## src/rtl/sevenseg_scan_reader_if.sv

```systemverilog
// Display read-back bus: raw seven-segment/anode lines in, recovered digit state out.
// The display side (master) drives the bus; the reader (slave) decodes it.
interface sevenseg_scan_reader_if #(
    parameter int NUM_DIGITS = 4,
    parameter int WIDTH      = 3
);
    localparam int IDX_W = $clog2(NUM_DIGITS);

    logic [6:0]                  seg_in;
    logic [NUM_DIGITS-1:0]       an_in;
    logic [NUM_DIGITS*WIDTH-1:0] digit_values;
    logic [NUM_DIGITS-1:0]       digit_valid;
    logic [NUM_DIGITS-1:0]       digit_err;
    logic                        update;
    logic [IDX_W-1:0]            update_idx;
    logic                        collision;
    logic                        frame_done;

    modport master (
        output seg_in,
        output an_in,
        input  digit_values,
        input  digit_valid,
        input  digit_err,
        input  update,
        input  update_idx,
        input  collision,
        input  frame_done
    );

    modport slave (
        input  seg_in,
        input  an_in,
        output digit_values,
        output digit_valid,
        output digit_err,
        output update,
        output update_idx,
        output collision,
        output frame_done
    );
endinterface

```

## src/rtl/sevenseg_scan_reader.sv

```systemverilog
// Seven-segment scan reader: samples a multiplexed active-low display bus,
// waits for a stable pattern on a single anode, then decodes the glyph back
// into a digit value. Tracks per-digit freshness, bad glyphs and anode collisions.
module sevenseg_scan_reader #(
    parameter int NUM_DIGITS     = 4,
    parameter int WIDTH          = 3,
    parameter int STABLE_CYCLES  = 4,
    parameter int TIMEOUT_CYCLES = 1000
) (
    input  logic                 clk,
    input  logic                 reset,
    sevenseg_scan_reader_if.slave bus
);
    localparam int IDX_W = $clog2(NUM_DIGITS);
    localparam int RUN_W = $clog2(STABLE_CYCLES + 1);
    localparam int TO_W  = $clog2(TIMEOUT_CYCLES + 1);

    localparam logic [RUN_W-1:0] RUN_TARGET = RUN_W'(STABLE_CYCLES);
    localparam logic [RUN_W-1:0] RUN_ONE    = RUN_W'(1);
    localparam logic [RUN_W-1:0] RUN_ZERO   = RUN_W'(0);
    localparam logic [TO_W-1:0]  TO_LIMIT   = TO_W'(TIMEOUT_CYCLES);
    localparam logic [TO_W-1:0]  TO_NEAR    = TO_W'(TIMEOUT_CYCLES - 1);

    typedef enum logic [1:0] {
        ST_IDLE   = 2'd0,
        ST_SETTLE = 2'd1,
        ST_HOLD   = 2'd2
    } state_t;

    typedef struct packed {
        logic       legal;
        logic       blank;
        logic [2:0] value;
    } glyph_t;

    typedef struct packed {
        logic             any_low;
        logic             multi_low;
        logic [IDX_W-1:0] idx;
    } anode_t;

    // Inverse of the value-to-segment decoder (segments g..a, active-low).
    function automatic glyph_t decode_glyph(input logic [6:0] seg);
        glyph_t g;
        g.legal = 1'b1;
        g.blank = 1'b0;
        g.value = 3'd0;
        case (seg)
            7'b1000000: g.value = 3'd0;
            7'b1111001: g.value = 3'd1;
            7'b0100100: g.value = 3'd2;
            7'b0110000: g.value = 3'd3;
            7'b0011001: g.value = 3'd4;
            7'b0010010: g.value = 3'd5;
            7'b0000010: g.value = 3'd6;
            7'b1111000: g.value = 3'd7;
            7'b1111111: begin
                g.legal = 1'b0;
                g.blank = 1'b1;
            end
            default:    g.legal = 1'b0;
        endcase
        return g;
    endfunction

    // Classifies the anode lines: none low, exactly one low (with its index), or several low.
    function automatic anode_t scan_anodes(input logic [NUM_DIGITS-1:0] an);
        anode_t a;
        a.any_low   = 1'b0;
        a.multi_low = 1'b0;
        a.idx       = IDX_W'(0);
        for (int i = 0; i < NUM_DIGITS; i++) begin
            a.multi_low = a.multi_low | (a.any_low & ~an[i]);
            a.idx       = (!an[i] && !a.any_low) ? IDX_W'(i) : a.idx;
            a.any_low   = a.any_low | ~an[i];
        end
        return a;
    endfunction

    logic [6:0]                  s_seg_r;
    logic [6:0]                  prev_seg_r;
    logic [NUM_DIGITS-1:0]       s_an_r;
    logic [NUM_DIGITS-1:0]       prev_an_r;
    state_t                      state_r;
    state_t                      state_next_s;
    logic [RUN_W-1:0]            run_r;
    logic [RUN_W-1:0]            run_next_s;
    logic                        same_s;
    logic                        eval_s;
    logic                        capture_s;
    logic                        collide_s;
    anode_t                      an_s;
    glyph_t                      glyph_s;
    logic [NUM_DIGITS*WIDTH-1:0] values_r;
    logic [NUM_DIGITS-1:0]       valid_r;
    logic [NUM_DIGITS-1:0]       err_r;
    logic [NUM_DIGITS-1:0]       mask_r;
    logic [NUM_DIGITS-1:0]       mask_next_s;
    logic [NUM_DIGITS-1:0]       cap_hit_s;
    logic [NUM_DIGITS-1:0]       to_expire_s;
    logic [TO_W-1:0]             to_cnt_r [NUM_DIGITS];
    logic                        update_r;
    logic [IDX_W-1:0]            update_idx_r;
    logic                        collision_r;
    logic                        frame_done_r;

    assign an_s    = scan_anodes(s_an_r);
    assign glyph_s = decode_glyph(s_seg_r);
    assign same_s  = (s_an_r == prev_an_r) && (s_seg_r == prev_seg_r);

    // Input register plus one-sample history used for stability comparison.
    always_ff @(posedge clk) begin
        if (reset) begin
            s_seg_r    <= 7'h7F;
            s_an_r     <= {NUM_DIGITS{1'b1}};
            prev_seg_r <= 7'h7F;
            prev_an_r  <= {NUM_DIGITS{1'b1}};
        end else begin
            s_seg_r    <= bus.seg_in;
            s_an_r     <= bus.an_in;
            prev_seg_r <= s_seg_r;
            prev_an_r  <= s_an_r;
        end
    end

    // Scan FSM next state: counts stable samples, decides capture and collision.
    // A changed sample in SETTLE/HOLD is re-evaluated like IDLE on the same edge.
    always_comb begin
        state_next_s = state_r;
        run_next_s   = run_r;
        capture_s    = 1'b0;
        collide_s    = 1'b0;
        eval_s       = 1'b0;
        case (state_r)
            ST_IDLE: begin
                eval_s = 1'b1;
            end
            ST_SETTLE: begin
                if (same_s) begin
                    run_next_s = (run_r == RUN_TARGET) ? run_r : run_r + RUN_ONE;
                    if (run_next_s == RUN_TARGET) begin
                        capture_s    = 1'b1;
                        state_next_s = ST_HOLD;
                    end else begin
                        state_next_s = ST_SETTLE;
                    end
                end else begin
                    eval_s = 1'b1;
                end
            end
            ST_HOLD: begin
                if (same_s) begin
                    state_next_s = ST_HOLD;
                end else begin
                    eval_s = 1'b1;
                end
            end
            default: begin
                state_next_s = ST_IDLE;
                run_next_s   = RUN_ZERO;
            end
        endcase
        if (eval_s) begin
            if (an_s.multi_low) begin
                collide_s    = 1'b1;
                state_next_s = ST_IDLE;
                run_next_s   = RUN_ZERO;
            end else if (an_s.any_low) begin
                run_next_s = RUN_ONE;
                if (RUN_ONE == RUN_TARGET) begin
                    capture_s    = 1'b1;
                    state_next_s = ST_HOLD;
                end else begin
                    state_next_s = ST_SETTLE;
                end
            end else begin
                state_next_s = ST_IDLE;
                run_next_s   = RUN_ZERO;
            end
        end else begin
            collide_s = 1'b0;
        end
    end

    // FSM state and stable-run counter registers.
    always_ff @(posedge clk) begin
        if (reset) begin
            state_r <= ST_IDLE;
            run_r   <= RUN_ZERO;
        end else begin
            state_r <= state_next_s;
            run_r   <= run_next_s;
        end
    end

    // Per-digit capture strobes, timeout expiry and next frame mask.
    always_comb begin
        cap_hit_s   = {NUM_DIGITS{1'b0}};
        to_expire_s = {NUM_DIGITS{1'b0}};
        mask_next_s = {NUM_DIGITS{1'b0}};
        for (int i = 0; i < NUM_DIGITS; i++) begin
            cap_hit_s[i]   = capture_s && (an_s.idx == IDX_W'(i));
            to_expire_s[i] = (to_cnt_r[i] >= TO_NEAR);
            mask_next_s[i] = mask_r[i] | cap_hit_s[i];
        end
    end

    // Digit value/valid/error storage and freshness counters; capture beats timeout.
    always_ff @(posedge clk) begin
        if (reset) begin
            values_r <= {(NUM_DIGITS*WIDTH){1'b0}};
            valid_r  <= {NUM_DIGITS{1'b0}};
            err_r    <= {NUM_DIGITS{1'b0}};
            for (int i = 0; i < NUM_DIGITS; i++) begin
                to_cnt_r[i] <= TO_W'(0);
            end
        end else begin
            for (int i = 0; i < NUM_DIGITS; i++) begin
                if (cap_hit_s[i]) begin
                    to_cnt_r[i] <= TO_W'(0);
                    if (glyph_s.legal) begin
                        values_r[i*WIDTH +: WIDTH] <= WIDTH'(glyph_s.value);
                        valid_r[i]                 <= 1'b1;
                        err_r[i]                   <= 1'b0;
                    end else begin
                        valid_r[i] <= 1'b0;
                        err_r[i]   <= ~glyph_s.blank;
                    end
                end else begin
                    to_cnt_r[i] <= (to_cnt_r[i] == TO_LIMIT) ? to_cnt_r[i] : to_cnt_r[i] + TO_W'(1);
                    valid_r[i]  <= valid_r[i] & ~to_expire_s[i];
                end
            end
        end
    end

    // Event pulses and the frame mask that tracks which digits were seen this frame.
    always_ff @(posedge clk) begin
        if (reset) begin
            update_r     <= 1'b0;
            update_idx_r <= IDX_W'(0);
            collision_r  <= 1'b0;
            frame_done_r <= 1'b0;
            mask_r       <= {NUM_DIGITS{1'b0}};
        end else begin
            update_r     <= capture_s;
            update_idx_r <= capture_s ? an_s.idx : update_idx_r;
            collision_r  <= collide_s;
            frame_done_r <= capture_s & (&mask_next_s);
            mask_r       <= (&mask_next_s) ? {NUM_DIGITS{1'b0}} : mask_next_s;
        end
    end

    assign bus.digit_values = values_r;
    assign bus.digit_valid  = valid_r;
    assign bus.digit_err    = err_r;
    assign bus.update       = update_r;
    assign bus.update_idx   = update_idx_r;
    assign bus.collision    = collision_r;
    assign bus.frame_done   = frame_done_r;
endmodule
```

## src/flat_wrapper.sv

```systemverilog
// flat-port wrapper written by rule: the top's interface ports become plain ports
module sevenseg_scan_reader_flat 
#(
    parameter int NUM_DIGITS     = 4,
    parameter int WIDTH          = 3,
    parameter int STABLE_CYCLES  = 4,
    parameter int TIMEOUT_CYCLES = 1000
)
  (clk, reset, bus_seg_in, bus_an_in, bus_digit_values, bus_digit_valid, bus_digit_err, bus_update, bus_update_idx, bus_collision, bus_frame_done);
  sevenseg_scan_reader_if #(.NUM_DIGITS(NUM_DIGITS), .WIDTH(WIDTH)) bus_i ();
  input  logic clk;
  input  logic reset;
  input wire logic [$bits(bus_i.seg_in)-1:0] bus_seg_in;
  input wire logic [$bits(bus_i.an_in)-1:0] bus_an_in;
  output wire logic [$bits(bus_i.digit_values)-1:0] bus_digit_values;
  output wire logic [$bits(bus_i.digit_valid)-1:0] bus_digit_valid;
  output wire logic [$bits(bus_i.digit_err)-1:0] bus_digit_err;
  output wire logic [$bits(bus_i.update)-1:0] bus_update;
  output wire logic [$bits(bus_i.update_idx)-1:0] bus_update_idx;
  output wire logic [$bits(bus_i.collision)-1:0] bus_collision;
  output wire logic [$bits(bus_i.frame_done)-1:0] bus_frame_done;
  assign bus_i.seg_in = bus_seg_in;
  assign bus_i.an_in = bus_an_in;
  assign bus_digit_values = bus_i.digit_values;
  assign bus_digit_valid = bus_i.digit_valid;
  assign bus_digit_err = bus_i.digit_err;
  assign bus_update = bus_i.update;
  assign bus_update_idx = bus_i.update_idx;
  assign bus_collision = bus_i.collision;
  assign bus_frame_done = bus_i.frame_done;
  sevenseg_scan_reader #(.NUM_DIGITS(NUM_DIGITS), .WIDTH(WIDTH), .STABLE_CYCLES(STABLE_CYCLES), .TIMEOUT_CYCLES(TIMEOUT_CYCLES)) u_core (.clk(clk), .reset(reset), .bus(bus_i));
endmodule
```

## config.mk

```make
export PLATFORM = sky130hd
export DESIGN_NAME = sevenseg_scan_reader_flat
export DESIGN_NICKNAME = d
export VERILOG_FILES = /design/src/rtl/sevenseg_scan_reader_if.sv /design/src/rtl/sevenseg_scan_reader.sv /design/src/flat_wrapper.sv
export SDC_FILE = /design/constraint.sdc
export NUM_CORES = 1
export LEC_CHECK = 0
export BUFFER_PORTS_ARGS = -buffer_cell sky130_fd_sc_hd__buf_2
export CAP_MARGIN = 20
export CORE_MARGIN = 8
export CORE_UTILIZATION = 45
export DETAILED_ROUTE_END_ITERATION = 16
export SYNTH_ARGS = -nofsm -noshare
export SYNTH_HDL_FRONTEND = slang
export SYNTH_SLANG_ARGS = --single-unit
```

## constraint.sdc

```tcl
create_clock -name clk -period 4.6 [get_ports clk]
set_clock_uncertainty 0.15 [all_clocks]
set_input_delay 1.38 -clock clk [delete_from_list [all_inputs] [get_ports clk]]
set_output_delay 1.38 -clock clk [all_outputs]
set_load 0.02 [all_outputs]
```

=== After elaboration in Yosys (flattened, before gate mapping) ===
Memories as Yosys holds them, arrays and structs flattened.
Index checks and enable logic that the tools add are counted.

* Bits in writable memories: 40
* Word-level logic and storage cells: 187
* Memory bits (read-only): 0
* Input bits: 13
* Register bits: 56
* Memories: 1
* Latch bits: 0

* Eq/ne operators: 26
* Add/subtract/negate cells: 5
* Shift-type cells: 0
* Divide/modulo/power cells: 0
* Bitwise logic cells: 35
* Reduce and logical (&&, ||, !) cells: 27
* $lt $le $gt $ge: 4
* Multiplexer cells: 69
* $mul: 0

{| class="wikitable"
|+ Memory list
! name !! depth !! width !! rd ports !! clocked after memory_dff !! write ports !! line !! source
|-
| u_core.to_cnt_r || 4 || 10 || 4 || 0 || 4 || sevenseg_scan_reader.sv:101 || <nowiki>logic [TO_W-1:0] to_cnt_r [NUM_DIGITS];</nowiki>
|}

{| class="wikitable"
|+ Operators with widths
! operator !! count
|-
| 10-bit 2-to-1 mux || 12
|-
| 1-bit 2-to-1 mux || 42
|-
| 10-bit by 1-bit adder with 10-bit output (second input constant) || 4
|-
| 10-bit == test (second input constant) || 4
|-
| 10-bit greater-or-equal comparator (second input constant) || 4
|-
| 7-bit == test (second input constant) || 4
|-
| 3-bit one-hot mux with 7 select lines || 1
|-
| 1-bit bitwise OR || 17
|-
| 7-bit by 5-bit == test with 1-bit output (second input constant) || 2
|-
| 7-bit by 6-bit == test with 1-bit output (second input constant) || 2
|-
| 2-bit 2-to-1 mux || 7
|-
| 3-bit 2-to-1 mux || 4
|-
| 1-bit NOT || 10
|-
| 2-bit AND reduction || 5
|-
| 1-bit bitwise AND || 8
|-
| 1-bit logical AND || 8
|-
| 2-bit OR reduction || 4
|-
| 8-bit OR reduction || 1
|-
| 7-bit by 2-bit == test with 1-bit output (second input constant) || 1
|-
| 7-bit == test || 1
|-
| 2-bit == test (second input constant) || 3
|-
| 3-bit == test (second input constant) || 2
|-
| 3-bit by 1-bit inequality test with 1-bit output (second input constant) || 2
|-
| 2-bit one-hot mux with 3 select lines || 1
|-
| 10 further kinds || 17
|}

=== Longest topological paths before layout ===
* Word-level depth: 13
* Depth in mapped cells: 10

=== Least setup slack after synthesis ===
OpenSTA, ideal clock, no wires.

* Path kind: reg-to-reg
* Start point: register u_core.run_r[0]
* End point: memory u_core.to_cnt_r[3][0] (netlist name), enable pin
* Setup time: 0.304 ns
* Path slack: 1.758 ns
* Stages on the path, launching flop included: 10
* Data arrival time: 2.388 ns
* Cells stage by stage: dfxtp_1 > inv_1 > ha_1 > and3b_1 > o311ai_4 > and4b_4 > and2_4 > buf_6 > or2_1 > or3_1

{| class="wikitable"
|+ RTL lines
! element !! line !! source
|-
| from (decl) || sevenseg_scan_reader.sv:86 || <nowiki>logic [RUN_W-1:0] run_r;</nowiki>
|-
| from (signal assigned) || sevenseg_scan_reader.sv:192 || <nowiki>run_r <= run_next_s;</nowiki>
|-
| to (decl) || sevenseg_scan_reader.sv:101 ||
|}

==> impl_metrics.env <==
export IMPL_outcome="finished clean"
export IMPL_clock_path_buffers=2
export IMPL_ant_nets=0
export IMPL_antenna_found_initial=0
export IMPL_final_common_cell="nor2_1"
export IMPL_worstPathRequired_ns=4.50
export IMPL_muxShareOfSynthArea=0.0108
export IMPL_totalWireLength_microns=9180
export IMPL_vias_per_cell=5.18
export IMPL_post_route_period_util=0.697
export IMPL_grtUsageTotal=0.135
export IMPL_gp_congestion=0.809
export IMPL_yosysSeqAreaShare=0.490
export IMPL_max_cap_violations=0
export IMPL_grt_max_degree=35
export IMPL_dr_total_vias=3354
export IMPL_wire_per_inst_microns=14.2
export IMPL_syn_inst=483
export IMPL_io_pins=38
export IMPL_hold_slack_ns=0.344
export IMPL_diodes=0
export IMPL_clk_latency_ns=0.36
export IMPL_start_util=0.461
export IMPL_yosys_area_share_simple=0.234
export IMPL_hold_buffers=0
export IMPL_synthAdderAreaFrac=0.0391
export IMPL_path_clk_slew_ns=0.09
export IMPL_slew_headroom=0.426
export IMPL_worstPathMaxFanout=12
export IMPL_p_leak_nw=1.99
export IMPL_power_density_nw_per_um2=352
export IMPL_numCtsBuffers=9
export IMPL_drive_above_1_share=0.172
export IMPL_cp_arrival_ns=3.11
export IMPL_syn_area_per_cell_sq_um=9.80
export IMPL_num_fill_cells=961
export IMPL_hpwl_microns=6710
export IMPL_ys_flop_type="dfxtp_1"
export IMPL_drt_iter0_drc=127
export IMPL_die_x_microns=119
export IMPL_rsz0062_at_grt="false"
export IMPL_slew_viol_final=0
export IMPL_tns_ns=0
export IMPL_nets=533
export IMPL_finalCriticalPeriod_ns=3.21
export IMPL_port_buffers=37
export IMPL_netlist_area_sq_um=4730
export IMPL_fp_dieArea_sq_um=14100
export IMPL_synth_xor_area_frac=0.0832
export IMPL_crit_type="reg2reg"
export IMPL_cp_start_kind="register"
export IMPL_most_common_layout_cells="nor2_1 (65), dfxtp_1 (56), edfxtp_1 (40)"
export IMPL_cts_repair_resized=0
export IMPL_crit_path_end_kind="register"
export IMPL_htreeDepth=3
export IMPL_core_sq_um=10300
export IMPL_min_path_type="reg2reg"
export IMPL_gr_total_overflow=0
export IMPL_ys_warn_count=0
export IMPL_cts_sinks=96
export IMPL_hold_violations=0
export IMPL_vdd_drop_max_v=0.000157
export IMPL_cts_setup_buffers=0
export IMPL_cts_root_buf="clkbuf_8"
export IMPL_synth_top_family_by_area="simple AND/OR/NAND/NOR gates"
export IMPL_cts_tree="built"
export IMPL_area_delta_synth_final_pct=9.43
export IMPL_max_freq_mhz=312
export IMPL_synth_cell_type_count=55
export IMPL_setup_viol_count_final=0
export IMPL_tightest_slew_ns=0.859
export IMPL_synth_compound_area_frac=0.0983
export IMPL_ys_seq_elements=96
export IMPL_grt_pass1_wl_microns=15700
export IMPL_synthArstFlopShare=0
export IMPL_row_count=37
export IMPL_synth_enable_flop_cells=40
export IMPL_drc=0
export IMPL_syn_num_nets=510
export IMPL_dr_pass1_iters=5
export IMPL_fp_dieH_microns=119
export IMPL_first_global_vias=3310
==> cells by family (layout without fill, tap and decap cells) <==
kind of cell               Yosys count  count (layout)
adders and majority gates           15              15
and+or+nand+nor                    210             210
buffers and inverters               45              73
muxes                                5               5
AOI/OAI and AO/OA                   67              67
DFF                                 96              96
xor gates and xnor gates            45              45
==> sequential cells by signal, summed over array words and instances (netlist names), 2 cells and up <==
register                 cells
u_core.bus.digit_values     12
u_core.prev_seg_r            7
u_core.mask_r                4
u_core.state_r               2
u_core.s_seg_r               7
u_core.prev_an_r             4
u_core.bus.digit_valid       4
u_core.bus.update_idx        2
u_core.run_r                 3
u_core.s_an_r                4
u_core.to_cnt_r             40
u_core.bus.digit_err         4
==> power by group <==
| group | internal (mW) | switching (mW) |
|---|---|---|
| clock | 0.320 | 0.284 |
| sequential | 0.913 | 0.0378 |
| combinational | 0.114 | 0.154 |
==> layout make-up <==
cell class	count	area, sq um	area share
timing repair buffer	38	193	0.0372
inverter	19	71.3	0.0138
multi-input combinational	342	2200	0.425
clock buffer	11	141	0.0273
sequential	96	2320	0.448
tap	136	170	0.0328
clock inverter	5	80.1	0.0155
==> per-layer routing <==
layer,up-vias,GRT usage,part of all wire
met2,45,0.223,0.48
met3,13,0.0252,0.026
li1,1731,-,-
met4,0,0.0648,0.017
met1,1565,0.168,0.48
met5,-,0,0
==> worst max-delay path, stage by stage, from the launching register on <==
cell and delay [ns]:
dfxtp_1 0.41, inv_1 0.09, ha_1 0.23, and3b_1 0.23, o311ai_4 0.34, and4b_4 0.30
and2_4 0.19, or2_1 0.35, or3_1 0.61
==> synthesized netlist by cell type, types with 2 or more instances <==
| cell | instances | area share |
|---|---|---|
| nor2_1 | 65 | 0.052 |
| dfxtp_1 | 56 | 0.24 |
| edfxtp_1 | 40 | 0.25 |
| xnor2_1 | 29 | 0.054 |
| a21oi_1 | 28 | 0.030 |
| nand2_1 | 26 | 0.021 |
| or2_2 | 26 | 0.034 |
| nand3_1 | 25 | 0.026 |
| inv_1 | 19 | 0.015 |
| xor2_1 | 16 | 0.030 |
| ha_1 | 14 | 0.037 |
| buf_2 | 13 | 0.014 |
| nor3_1 | 10 | 0.011 |
| a311oi_1 | 9 | 0.017 |
| and3_1 | 9 | 0.012 |
| clkbuf_1 | 9 | 0.0071 |
| nand4_1 | 7 | 0.0092 |
| a211oi_1 | 6 | 0.0095 |
| and3b_1 | 5 | 0.0092 |
| o21ai_0 | 5 | 0.0053 |
| or3_1 | 5 | 0.0066 |
| and2_1 | 4 | 0.0053 |
| mux2i_1 | 4 | 0.0085 |
| a211o_1 | 3 | 0.0056 |
| a21bo_2 | 3 | 0.0063 |
| and4_1 | 3 | 0.0056 |
| buf_6 | 3 | 0.0071 |
| nand2b_1 | 3 | 0.0040 |
| nand3b_1 | 3 | 0.0048 |
| nor2b_1 | 3 | 0.0040 |
| a31oi_1 | 2 | 0.0026 |
| and2_4 | 2 | 0.0037 |
| nor3b_1 | 2 | 0.0032 |
| nor4_1 | 2 | 0.0026 |
| nor4bb_1 | 2 | 0.0042 |
| o31a_1 | 2 | 0.0037 |
| or2_1 | 2 | 0.0026 |
==> worst paths after layout <==
kind                                   startpoint  slack [ns]  cells after the start                                    to
max                  u_core.run_r[0]$_SDFFE_PP0P_        1.39                      8   u_core.to_cnt_r[2][3]$_SDFFCE_PN0P_
min          u_core.bus.digit_err[0]$_SDFFE_PP0P_        0.34                      2  u_core.bus.digit_err[0]$_SDFFE_PP0P_
max reg2reg          u_core.run_r[0]$_SDFFE_PP0P_        1.39                      8   u_core.to_cnt_r[2][3]$_SDFFCE_PN0P_
min reg2reg  u_core.bus.digit_err[0]$_SDFFE_PP0P_        0.34                      2  u_core.bus.digit_err[0]$_SDFFE_PP0P_
==> per-stage QoR <==
step	setup WS, ns	total power [mW]	std cells	utilization	area (sq um)
3_5_place_dp	1.32	1.24	631	0.483	4960
3_3_place_gp	1.40	1.23	631	0.483	4960
2_1_floorplan	1.76	1.18	483	-	4730
5_1_grt	1.22	1.91	647	0.504	5180
4_1_cts	1.37	1.84	647	0.504	5180
6_report	1.39	1.82	647	0.504	5180
Power figures use the tool's default switching activity.
